[config.mk]
export PLATFORM = sky130hd
export DESIGN_NAME = io_mem_bridge
export DESIGN_NICKNAME = d
export VERILOG_FILES = /design/src/rtl/io_mem_bridge_pkg.sv /design/src/rtl/io_mem_bridge_hex7seg.sv /design/src/rtl/io_mem_bridge.sv
export SDC_FILE = /design/constraint.sdc
export NUM_CORES = 1
export LEC_CHECK = 0
export ABC_CLOCK_PERIOD_IN_PS = 3800
export CORE_UTILIZATION = 37
export DETAILED_ROUTE_END_ITERATION = 8
export MAX_ROUTING_LAYER = met4
export PLACE_DENSITY = 0.78
export SLEW_MARGIN = 20
export SYNTH_ARGS = -nofsm -noshare
export SYNTH_HDL_FRONTEND = slang
export SYNTH_SLANG_ARGS = --single-unit
[constraint.sdc]
create_clock -name clock -period 3.8 [get_ports clock]
set_input_delay 0.95 -clock clock [delete_from_list [all_inputs] [get_ports clock]]
set_output_delay 0.95 -clock clock [all_outputs]
set_load 0.02 [all_outputs]
[src/rtl/io_mem_bridge_pkg.sv]
`default_nettype none
// ============================================================================
//  Module   : io_mem_bridge_pkg
//  Purpose  : Shared constants, register-select type and IO address decode
//             helper for the memory/IO access stage.
//  Revision : 1.0  initial release
// ============================================================================
package io_mem_bridge_pkg;

    // Upper 22 address bits that mark the memory-mapped IO window.
    localparam logic [21:0] C_IO_PREFIX = 22'h3FFFFF;

    // Register offsets within the IO window (addr[7:0]).
    localparam logic [7:0]  C_OFF_LED   = 8'h60;
    localparam logic [7:0]  C_OFF_SW    = 8'h70;
    localparam logic [7:0]  C_OFF_DISP  = 8'h80;
    localparam logic [7:0]  C_OFF_KEY   = 8'h90;

    // All segments (including the decimal point) dark, active-low.
    localparam logic [7:0]  C_SEG_OFF   = 8'hFF;

    typedef enum logic [2:0] {
        IO_NONE = 3'd0,
        IO_LED  = 3'd1,
        IO_SW   = 3'd2,
        IO_DISP = 3'd3,
        IO_KEY  = 3'd4
    } io_reg_e;

    // Map an address (prefix + low offset byte) to the peripheral register it
    // selects. Anything outside the IO window or at an unmapped offset is
    // IO_NONE.
    function automatic io_reg_e io_decode(input logic [21:0] prefix,
                                          input logic [7:0]  offset);
        io_reg_e sel;
        sel = IO_NONE;
        if (prefix == C_IO_PREFIX) begin
            case (offset)
                C_OFF_LED:  sel = IO_LED;
                C_OFF_SW:   sel = IO_SW;
                C_OFF_DISP: sel = IO_DISP;
                C_OFF_KEY:  sel = IO_KEY;
                default:    sel = IO_NONE;
            endcase
        end
        return sel;
    endfunction

endpackage
`default_nettype wire

[src/rtl/io_mem_bridge_hex7seg.sv]
`default_nettype none
// ============================================================================
//  Module   : hex7seg
//  Purpose  : Combinational hex nibble to seven-segment decoder, active-low.
//  Ports    : i_nibble [3:0]  value to display
//             o_seg    [6:0]  segments {g,f,e,d,c,b,a}, 0 = lit
//  Revision : 1.0  initial release
// ============================================================================
module hex7seg (
    input  logic [3:0] i_nibble,
    output logic [6:0] o_seg
);

    always_comb begin
        o_seg = 7'h7F;
        case (i_nibble)
            4'h0: o_seg = 7'h40;
            4'h1: o_seg = 7'h79;
            4'h2: o_seg = 7'h24;
            4'h3: o_seg = 7'h30;
            4'h4: o_seg = 7'h19;
            4'h5: o_seg = 7'h12;
            4'h6: o_seg = 7'h02;
            4'h7: o_seg = 7'h78;
            4'h8: o_seg = 7'h00;
            4'h9: o_seg = 7'h10;
            4'hA: o_seg = 7'h08;
            4'hB: o_seg = 7'h03;
            4'hC: o_seg = 7'h46;
            4'hD: o_seg = 7'h21;
            4'hE: o_seg = 7'h06;
            4'hF: o_seg = 7'h0E;
            default: o_seg = 7'h7F;
        endcase
    end

endmodule
`default_nettype wire

[src/rtl/io_mem_bridge.sv]
`default_nettype none
// ============================================================================
//  Module   : io_mem_bridge
//  Purpose  : Memory/IO access stage of the single-cycle MIPS datapath.
//             Steers load data from data memory or peripheral registers and
//             owns the LED latch, switch input, key press flag and the
//             multiplexed 8-digit seven-segment display.
//  Ports    : clock, reset            clock / async active-high reset
//             mem_read, mem_write,
//             io_read, io_write       access strobes (one-hot or idle)
//             addr_in    [31:0]       ALU byte address
//             m_rdata    [31:0]       data-memory read data
//             r_rdata    [31:0]       store data (register rt)
//             switch_in  [23:0]       board switches
//             key_in                  asynchronous board key
//             addr_out   [31:0]       address to data memory
//             write_data [31:0]       store data to memory
//             r_wdata    [31:0]       load data to register file
//             led_out    [23:0]       LED register
//             seg_an     [7:0]        digit enables, active-low
//             seg_out    [7:0]        {dp,g,f,e,d,c,b,a}, active-low
//  Revision : 1.0  initial release
// ============================================================================
module io_mem_bridge
    import io_mem_bridge_pkg::*;
#(
    parameter int SCAN_DIV = 100000
) (
    input  logic        clock,
    input  logic        reset,
    input  logic        mem_read,
    input  logic        mem_write,
    input  logic        io_read,
    input  logic        io_write,
    input  logic [31:0] addr_in,
    input  logic [31:0] m_rdata,
    input  logic [31:0] r_rdata,
    input  logic [23:0] switch_in,
    input  logic        key_in,
    output logic [31:0] addr_out,
    output logic [31:0] write_data,
    output logic [31:0] r_wdata,
    output logic [23:0] led_out,
    output logic [7:0]  seg_an,
    output logic [7:0]  seg_out
);

    localparam int                 CNT_W      = $clog2(SCAN_DIV);
    localparam logic [CNT_W-1:0]   C_CNT_LAST = CNT_W'(SCAN_DIV - 1);

    // ------------------------------------------------------------------
    // State
    // ------------------------------------------------------------------
    logic [23:0]      r_led;
    logic [31:0]      r_disp;
    logic             r_key_s1;
    logic             r_key_s2;
    logic             r_key_prev;
    logic             r_key_flag;
    logic [CNT_W-1:0] r_scan_cnt;
    logic [2:0]       r_digit;

    // ------------------------------------------------------------------
    // Address decode
    // ------------------------------------------------------------------
    io_reg_e          w_sel;
    logic             w_key_rise;
    logic             w_key_clr;
    logic [31:0]      w_io_rdata;
    logic [3:0]       w_nibble;
    logic [6:0]       w_seg7;
    logic [1:0]       w_unused_addr;

    // Offsets decode only addr[7:0]; bits 9:8 are don't-care inside the window.
    assign w_unused_addr = addr_in[9:8];

    assign w_sel      = io_decode(addr_in[31:10], addr_in[7:0]);
    assign w_key_rise = r_key_s2 & ~r_key_prev;
    assign w_key_clr  = io_read && (w_sel == IO_KEY);

    // ------------------------------------------------------------------
    // Datapath outputs
    // ------------------------------------------------------------------
    always_comb begin
        w_io_rdata = 32'h0;
        case (w_sel)
            IO_LED:  w_io_rdata = {8'h00, r_led};
            IO_SW:   w_io_rdata = {8'h00, switch_in};
            IO_DISP: w_io_rdata = r_disp;
            IO_KEY:  w_io_rdata = {31'h0, r_key_flag};
            default: w_io_rdata = 32'h0;
        endcase
    end

    always_comb begin
        r_wdata = 32'h0;
        if (mem_read) begin
            r_wdata = m_rdata;
        end else if (io_read) begin
            r_wdata = w_io_rdata;
        end
    end

    assign addr_out   = addr_in;
    assign write_data = (mem_write || io_write) ? r_rdata : 32'h0;
    assign led_out    = r_led;

    // ------------------------------------------------------------------
    // Writable peripheral registers
    // ------------------------------------------------------------------
    always_ff @(posedge clock or posedge reset) begin
        if (reset) begin
            r_led  <= 24'h0;
            r_disp <= 32'h0;
        end else if (io_write) begin
            case (w_sel)
                IO_LED:  r_led  <= r_rdata[23:0];
                IO_DISP: r_disp <= r_rdata;
                default: ;
            endcase
        end
    end

    // ------------------------------------------------------------------
    // Key path: two-flop synchronizer, edge detect, read-to-clear flag.
    // A new edge in the same cycle as the clearing read keeps the flag set
    // so the press is never lost.
    // ------------------------------------------------------------------
    always_ff @(posedge clock or posedge reset) begin
        if (reset) begin
            r_key_s1   <= 1'b0;
            r_key_s2   <= 1'b0;
            r_key_prev <= 1'b0;
            r_key_flag <= 1'b0;
        end else begin
            r_key_s1   <= key_in;
            r_key_s2   <= r_key_s1;
            r_key_prev <= r_key_s2;
            if (w_key_rise) begin
                r_key_flag <= 1'b1;
            end else if (w_key_clr) begin
                r_key_flag <= 1'b0;
            end
        end
    end

    // ------------------------------------------------------------------
    // Display scan: each digit dwells SCAN_DIV cycles; index wraps 7 -> 0
    // naturally through its 3-bit width.
    // ------------------------------------------------------------------
    always_ff @(posedge clock or posedge reset) begin
        if (reset) begin
            r_scan_cnt <= '0;
            r_digit    <= 3'd0;
        end else if (r_scan_cnt == C_CNT_LAST) begin
            r_scan_cnt <= '0;
            r_digit    <= r_digit + 3'd1;
        end else begin
            r_scan_cnt <= r_scan_cnt + 1'b1;
        end
    end

    assign w_nibble = r_disp[{r_digit, 2'b00} +: 4];

    hex7seg u_hex7seg (
        .i_nibble (w_nibble),
        .o_seg    (w_seg7)
    );

    assign seg_an  = ~(8'h01 << r_digit);
    assign seg_out = {C_SEG_OFF[7], w_seg7};

endmodule
`default_nettype wire

# Word level (Yosys, flattened, before mapping)
# Memories as Yosys holds them, arrays and structs flattened.
# Cells that the tools add are included.
[totals]
mem_count = 1
ff_bits = 80
output_inout_bits = 136
word_cells = 40
mem_bits_ro = 112
[memory_table]
columns = ["name", "depth", "word_bits", "rd", "rd_ports_with_merged_regs", "write_ports", "line_no", "rtl"]
rows = [
  ["(name not given)", 16, 7, 1, 0, 0, "io_mem_bridge_hex7seg.sv:16", "case (i_nibble)"],
]
[classes]
shifts = 2
reduce_logical = 5
n_addsub = 2
n_bitwise = 3
n_eq_ne = 10
n_mux = 9
[op_table]
columns = ["operator", "n"]
rows = [
  ["$pmux 32 s4", 1],
  ["$mux 32", 3],
  ["$shiftx 32x6->4", 1],
  ["$eq 22x22->1 const B", 1],
  ["$add 17x1->17 const B", 1],
  ["$eq 17x17->1 const B", 1],
  ["$mux 17", 1],
  ["$eq 8x7->1 const B", 2],
  ["$eq 8x8->1 const B", 2],
  ["$pmux 3 s4", 1],
  ["$not 8->8", 1],
  ["$shl 1x3->8 const A", 1],
  ["$eq 3x2->1 const B", 2],
  ["$reduce_and 2->1", 2],
  ["$add 3x1->3 const B", 1],
  ["$eq 3x1->1 const B", 1],
  ["$eq 3x3->1 const B", 1],
  ["$mux 3", 1],
  ["$mux 1", 2],
  ["$reduce_bool 2->1", 1],
  ["$and 1x1->1", 1],
  ["$logic_and 1x1->1", 1],
  ["$logic_or 1x1->1", 1],
  ["$not 1->1", 1],
]

# Depth between registers and ports, before layout
[depth]
word_depth = 7
mapped_depth = 9
mapped_depth_nobuf = 8

# Cells and area by module
# From an unflattened synthesis, not the netlist that was laid out.
[hier_totals]
cells_unflattened = 474
hier_area_um2 = 5098.6
[modules_own_cells]
columns = ["module", "cells_per_inst", "seq_area_each_um2", "instances", "area_each_um2"]
rows = [
  ["io_mem_bridge", 441, 2001.9, 1, 4824.6],
  ["hex7seg", 33, 0.0, 1, 274.0],
]

# Worst setup path before layout
# OpenSTA, ideal clock, no wires.
[synth_timing]
path_kind = "input -> output"
startpoint = "in addr_in[1]"
endpoint = "out r_wdata[30]"
slack_ps = -445
required_ps = 2850
cell_stages = 7
t_arrival_ps = 3295
cell_sequence = "or4_1 -> buf_2 -> a211o_1 -> nor4_4 -> clkbuf_1 -> nand3_1 -> o21ai_0"
[synth_between]
elab_chain_len = 7
elab_cells_between_ends = 13
classes_between = "eq/ne (8); mux (5)"
[synth_rtl]
columns = ["element", "line_no", "rtl"]
rows = [
  ["from (decl)", "io_mem_bridge.sv:35", "input logic [31:0] addr_in,"],
  ["$eq 8x8->1 or $eq 8x7->1 (tied branches)", "io_mem_bridge_pkg.sv:38", "case (offset)"],
  ["$pmux 3 s4 (*)", "io_mem_bridge_pkg.sv:38", ""],
  ["$mux 3 (*)", "io_mem_bridge_pkg.sv:37", "if (prefix == C_IO_PREFIX) begin"],
  ["$eq 3x3->1 (tied with other cells)", "io_mem_bridge.sv:86", "case (w_sel)"],
  ["$pmux 32 s4 (*)", "io_mem_bridge.sv:86", ""],
  ["$mux 32 (*)", "io_mem_bridge.sv:99", "end else if (io_read) begin"],
  ["$mux 32 (*)", "io_mem_bridge.sv:97", "if (mem_read) begin"],
  ["to (decl)", "io_mem_bridge.sv:42", "output logic [31:0] r_wdata,"],
]
# Mark *: on every way between the ends. The rest lies on a longest branch, timed or not.

# Worst setup path after layout
[layout_timing]
startpoint = "in addr_in[3]"
endpoint = "out r_wdata[25]"
# Same word-level chain as after synthesis.

==> results.json <==
{
  "synth_seq_area_share": 0.3854,
  "synth.avg_cell_area_sq_um": 10.91,
  "met1_usage": 0.3137,
  "row_count": 42,
  "synth_adder_area_share": 0.03131,
  "synth_top_cell_by_area": "sky130_fd_sc_hd__dfrtp_1",
  "cap_violations": 0,
  "relSlewSlack": 0.5674,
  "drt_drc_violations_left": 0,
  "grt_setup_unrepaired": "yes",
  "yosys.cell_types.count": 59,
  "first_pass_iters": 5,
  "source_to_sink_clock_delay_at_the_later_pin_of_the_worst_skew_pair_ps": 340,
  "detailed_place.area_sq_mm": 0.008205,
  "globalRouteOverflowTotal": 0,
  "worst_slew_pin_slew_ps": 648.1,
  "synth_enable_flop_cells": 0,
  "post-route-min-period_ps": 3972,
  "clock_skew_ps": 6.864,
  "synth_nets": 616,
  "fin_util": 0.6696,
  "dominant_combinational_cell_family_by_area_after_synthesis": "multiplexers",
  "synthArstFlopShare": 1.000,
  "area_share_of_the_largest_cell_type_after_synthesis": 0.3854,
  "final_min_period_over_clock_period": 1.045,
  "library_cell_contributing_the_largest_single_delay_on_the_critical_path": "sky130_fd_sc_hd__or4_4",
  "tritoncts_clock_tree": "done",
  "worst-endpoint-required_ps": 2850,
  "grt_max_degree": 46,
  "numCtsBuffers": 9,
  "cts.clk_slew.worst_paths_ps": 60,
  "post_route_standard_cell_area_excluding_fillers_sq_mm": 0.009009,
  "die_height_um": 120.5,
  "min-delay-path-class": "reg -> reg",
  "ir_worst_vdd_mv": 0.2396,
  "synthXorXnorAreaFrac": 0.02529,
  "path_class": "in -> out",
  "status": "complete, but fails checks",
  "pre_cts_ws_ps": -1043,
  "cpPeakStageDelay_ps": 550,
  "postRouteAntennaNets": 0,
  "timing.final.setup_violations": 31,
  "grt_use_met3": 0.03491,
  "netlist_area_sq_mm": 0.005195,
  "grt_util_met2": 0.4709,
  "max_clock_freq_ghz": 0.2518,
  "synth-warning-count": 0,
  "syn_inst": 476,
  "routed_wl_mm": 19.90,
  "gp_routability_congestion": 0.8883,
  "worst_ep_arrival_time_ps": 3020,
  "synth.ff_latch_count": 80,
  "timing.critical_path.to_type": "primary output",
  "dp_hpwl_mm": 14.15,
  "power-per-cell-area_mw_per_mm2": 245.4,
  "finalMaxSlewViolations": 0,
  "dr.first_iter.drc_count": 267,
  "final_cells": 948,
  "power_mw": 2.210,
  "clock_tree.htree_level_count": 3,
  "total_leakage_power_nw": 4.150,
  "muxShareOfSynthArea": 0.2165,
  "post_synth_most_frequent_cells": "80 x sky130_fd_sc_hd__dfrtp_1, 35 x sky130_fd_sc_hd__nor2b_1, 33 x sky130_fd_sc_hd__buf_4",
  "worst_path_most_repeated_cell": "sky130_fd_sc_hd__buf_6",
  "synthMostInstantiatedCell": "sky130_fd_sc_hd__dfrtp_1",
  "cts_hold_repair.buffers": 0,
  "routed_via_density": 5.387,
  "post-place-cells": 901,
  "post_route_cells_drive_above_1_share": 0.3346,
  "violations": "negative setup slack",
  "timing.final.ws_setup_ps": -171.7,
  "effective_utilization_at_floorplan": 0.3862,
  "coreArea_sq_mm": 0.01345,
  "fin_tns_setup_ps": -3172,
  "syn2layout_area_growth_pct": 73.41,
  "yosys-top-cells-area": "sky130_fd_sc_hd__dfrtp_1 39%, sky130_fd_sc_hd__mux2_4 8.7%, sky130_fd_sc_hd__mux2_2 5.9%, sky130_fd_sc_hd__buf_4 4.8%, sky130_fd_sc_hd__nor2b_1 4.2%",
  "clk_root_buffer_cell": "sky130_fd_sc_hd__clkbuf_16",
  "clockBufferDepth": 2,
  "wl_per_cell_um": 20.99,
  "antenna_violations_before_repair": 1,
  "grt_first_pass_wirelength_mm": 28.79,
  "cts.sinks": 80,
  "hold-worst-slack_ps": 349.8,
  "groute.usage.overall": 0.2697,
  "area_fraction_in_compound_gates_after_synthesis": 0.1103,
  "design.die.area_sq_mm": 0.01452,
  "largest_driver_fanout_on_the_critical_path": 7,
  "port_buffers": 257,
  "postSynth.topFlopCell": "sky130_fd_sc_hd__dfrtp_1",
  "nNetsFinal": 908,
  "global_route.peak_usage_layer": "met2",
  "die-width_um": 120.5,
  "via_count_of_the_first_global_routing_pass": 5139,
  "num_vias": 5107,
  "number_of_hold_slack_violations_in_the_final_timing_report": 0,
  "post_synth_and_or_nand_nor_area_fraction": 0.1510,
  "io_pins": 263,
  "worstPathCellList": "buf_6 > or4_4 > buf_6 > a211o_1 > nor4_4 > buf_6 > nor3b_4 > buf_12 > a22o_4 > buf_6",
  "startpoint_type": "primary input"
}
## placed cells by master (no fill, tap or decap), types with 10 or more instances in the layout
cell type	netlist	routed
sky130_fd_sc_hd__ha_1	13	12
sky130_fd_sc_hd__clkdlybuf4s50_1	0	187
sky130_fd_sc_hd__o21ai_2	0	10
sky130_fd_sc_hd__buf_6	3	46
sky130_fd_sc_hd__a32oi_1	15	13
sky130_fd_sc_hd__mux2i_1	19	18
sky130_fd_sc_hd__dfrtp_1	80	80
sky130_fd_sc_hd__mux2_4	30	30
sky130_fd_sc_hd__nor2b_1	35	35
sky130_fd_sc_hd__nand2_1	26	26
sky130_fd_sc_hd__inv_1	12	11
sky130_fd_sc_hd__mux2_2	27	27
sky130_fd_sc_hd__nor2_1	19	18
sky130_fd_sc_hd__dlygate4sd2_1	0	16
sky130_fd_sc_hd__buf_4	33	57
sky130_fd_sc_hd__clkbuf_16	0	10
## routing by layer
layer,share of wire,up-vias
met5,0,-
met4,0.026,0
met3,0.059,43
met2,0.52,226
met1,0.39,2538
li1,-,2300
## worst max-delay path, delay by kind of cell
family	cells	cell delay (ps)
AO/OA/AOI/OAI	2	440
AND/OR/NAND/NOR	3	940
buffers and inverters	5	680
## timing repair
| item | CTS | global route |
|---|---|---|
| pin swaps | 23 | 30 |
| setup buffers | 24 | 6 |
| gates resized for setup | 244 | 85 |
| endpoints found under the setup margin | 38 | 34 |
| gates cloned | 1 | 1 |
## layout make-up
class / count / area [sq um]
antenna: 1 / 2.502
clock buffer: 11 / 252.7
clock inverter: 3 / 42.54
fill: 988 / 4444
inverter: 13 / 50.05
multi-input combinational: 326 / 3093
sequential: 80 / 2002
tap: 176 / 220.2
timing repair buffer: 338 / 3346
## sequential cells by signal (all words and copies together) (netlist names)
signal and cells:
led_out 24, r_digit 3, r_disp 32, r_key_flag 1, r_key_prev 1, r_key_s1 1
r_key_s2 1, r_scan_cnt 17
## cells by family after synthesis
kind of cell             Yosys count
multiplexers                      84
adder cells (fa/ha/maj)           13
other                              1
XOR/XNOR                          15
buffers and inverters             70
AND/OR/NAND/NOR                  138
flip-flops                        80
AO/OA/AOI/OAI                     75
## final timing paths
path	from	end	slack [ps]	cells past startpoint
min	r_key_s1	r_key_s2	350	0
max in group asynchronous	reset	led_out[18]	2130	3
max reg2reg	r_scan_cnt[12]	r_scan_cnt[15]	1510	5
min reg2reg	r_key_s1	r_key_s2	350	0
min in group asynchronous	reset	led_out[6]	1010	2
max	addr_in[3]	r_wdata[25]	-170	10
## power by group
| group | internal [mW] | switching [mW] | total (mW) | leakage [nW] |
|---|---|---|---|---|
| logic | 0.262 | 0.221 | 0.483 | 2.92 |
| registers | 0.854 | 0.000566 | 0.854 | 1.09 |
| clock network | 0.536 | 0.338 | 0.874 | 0.143 |
(Power assumes the default switching activity.)
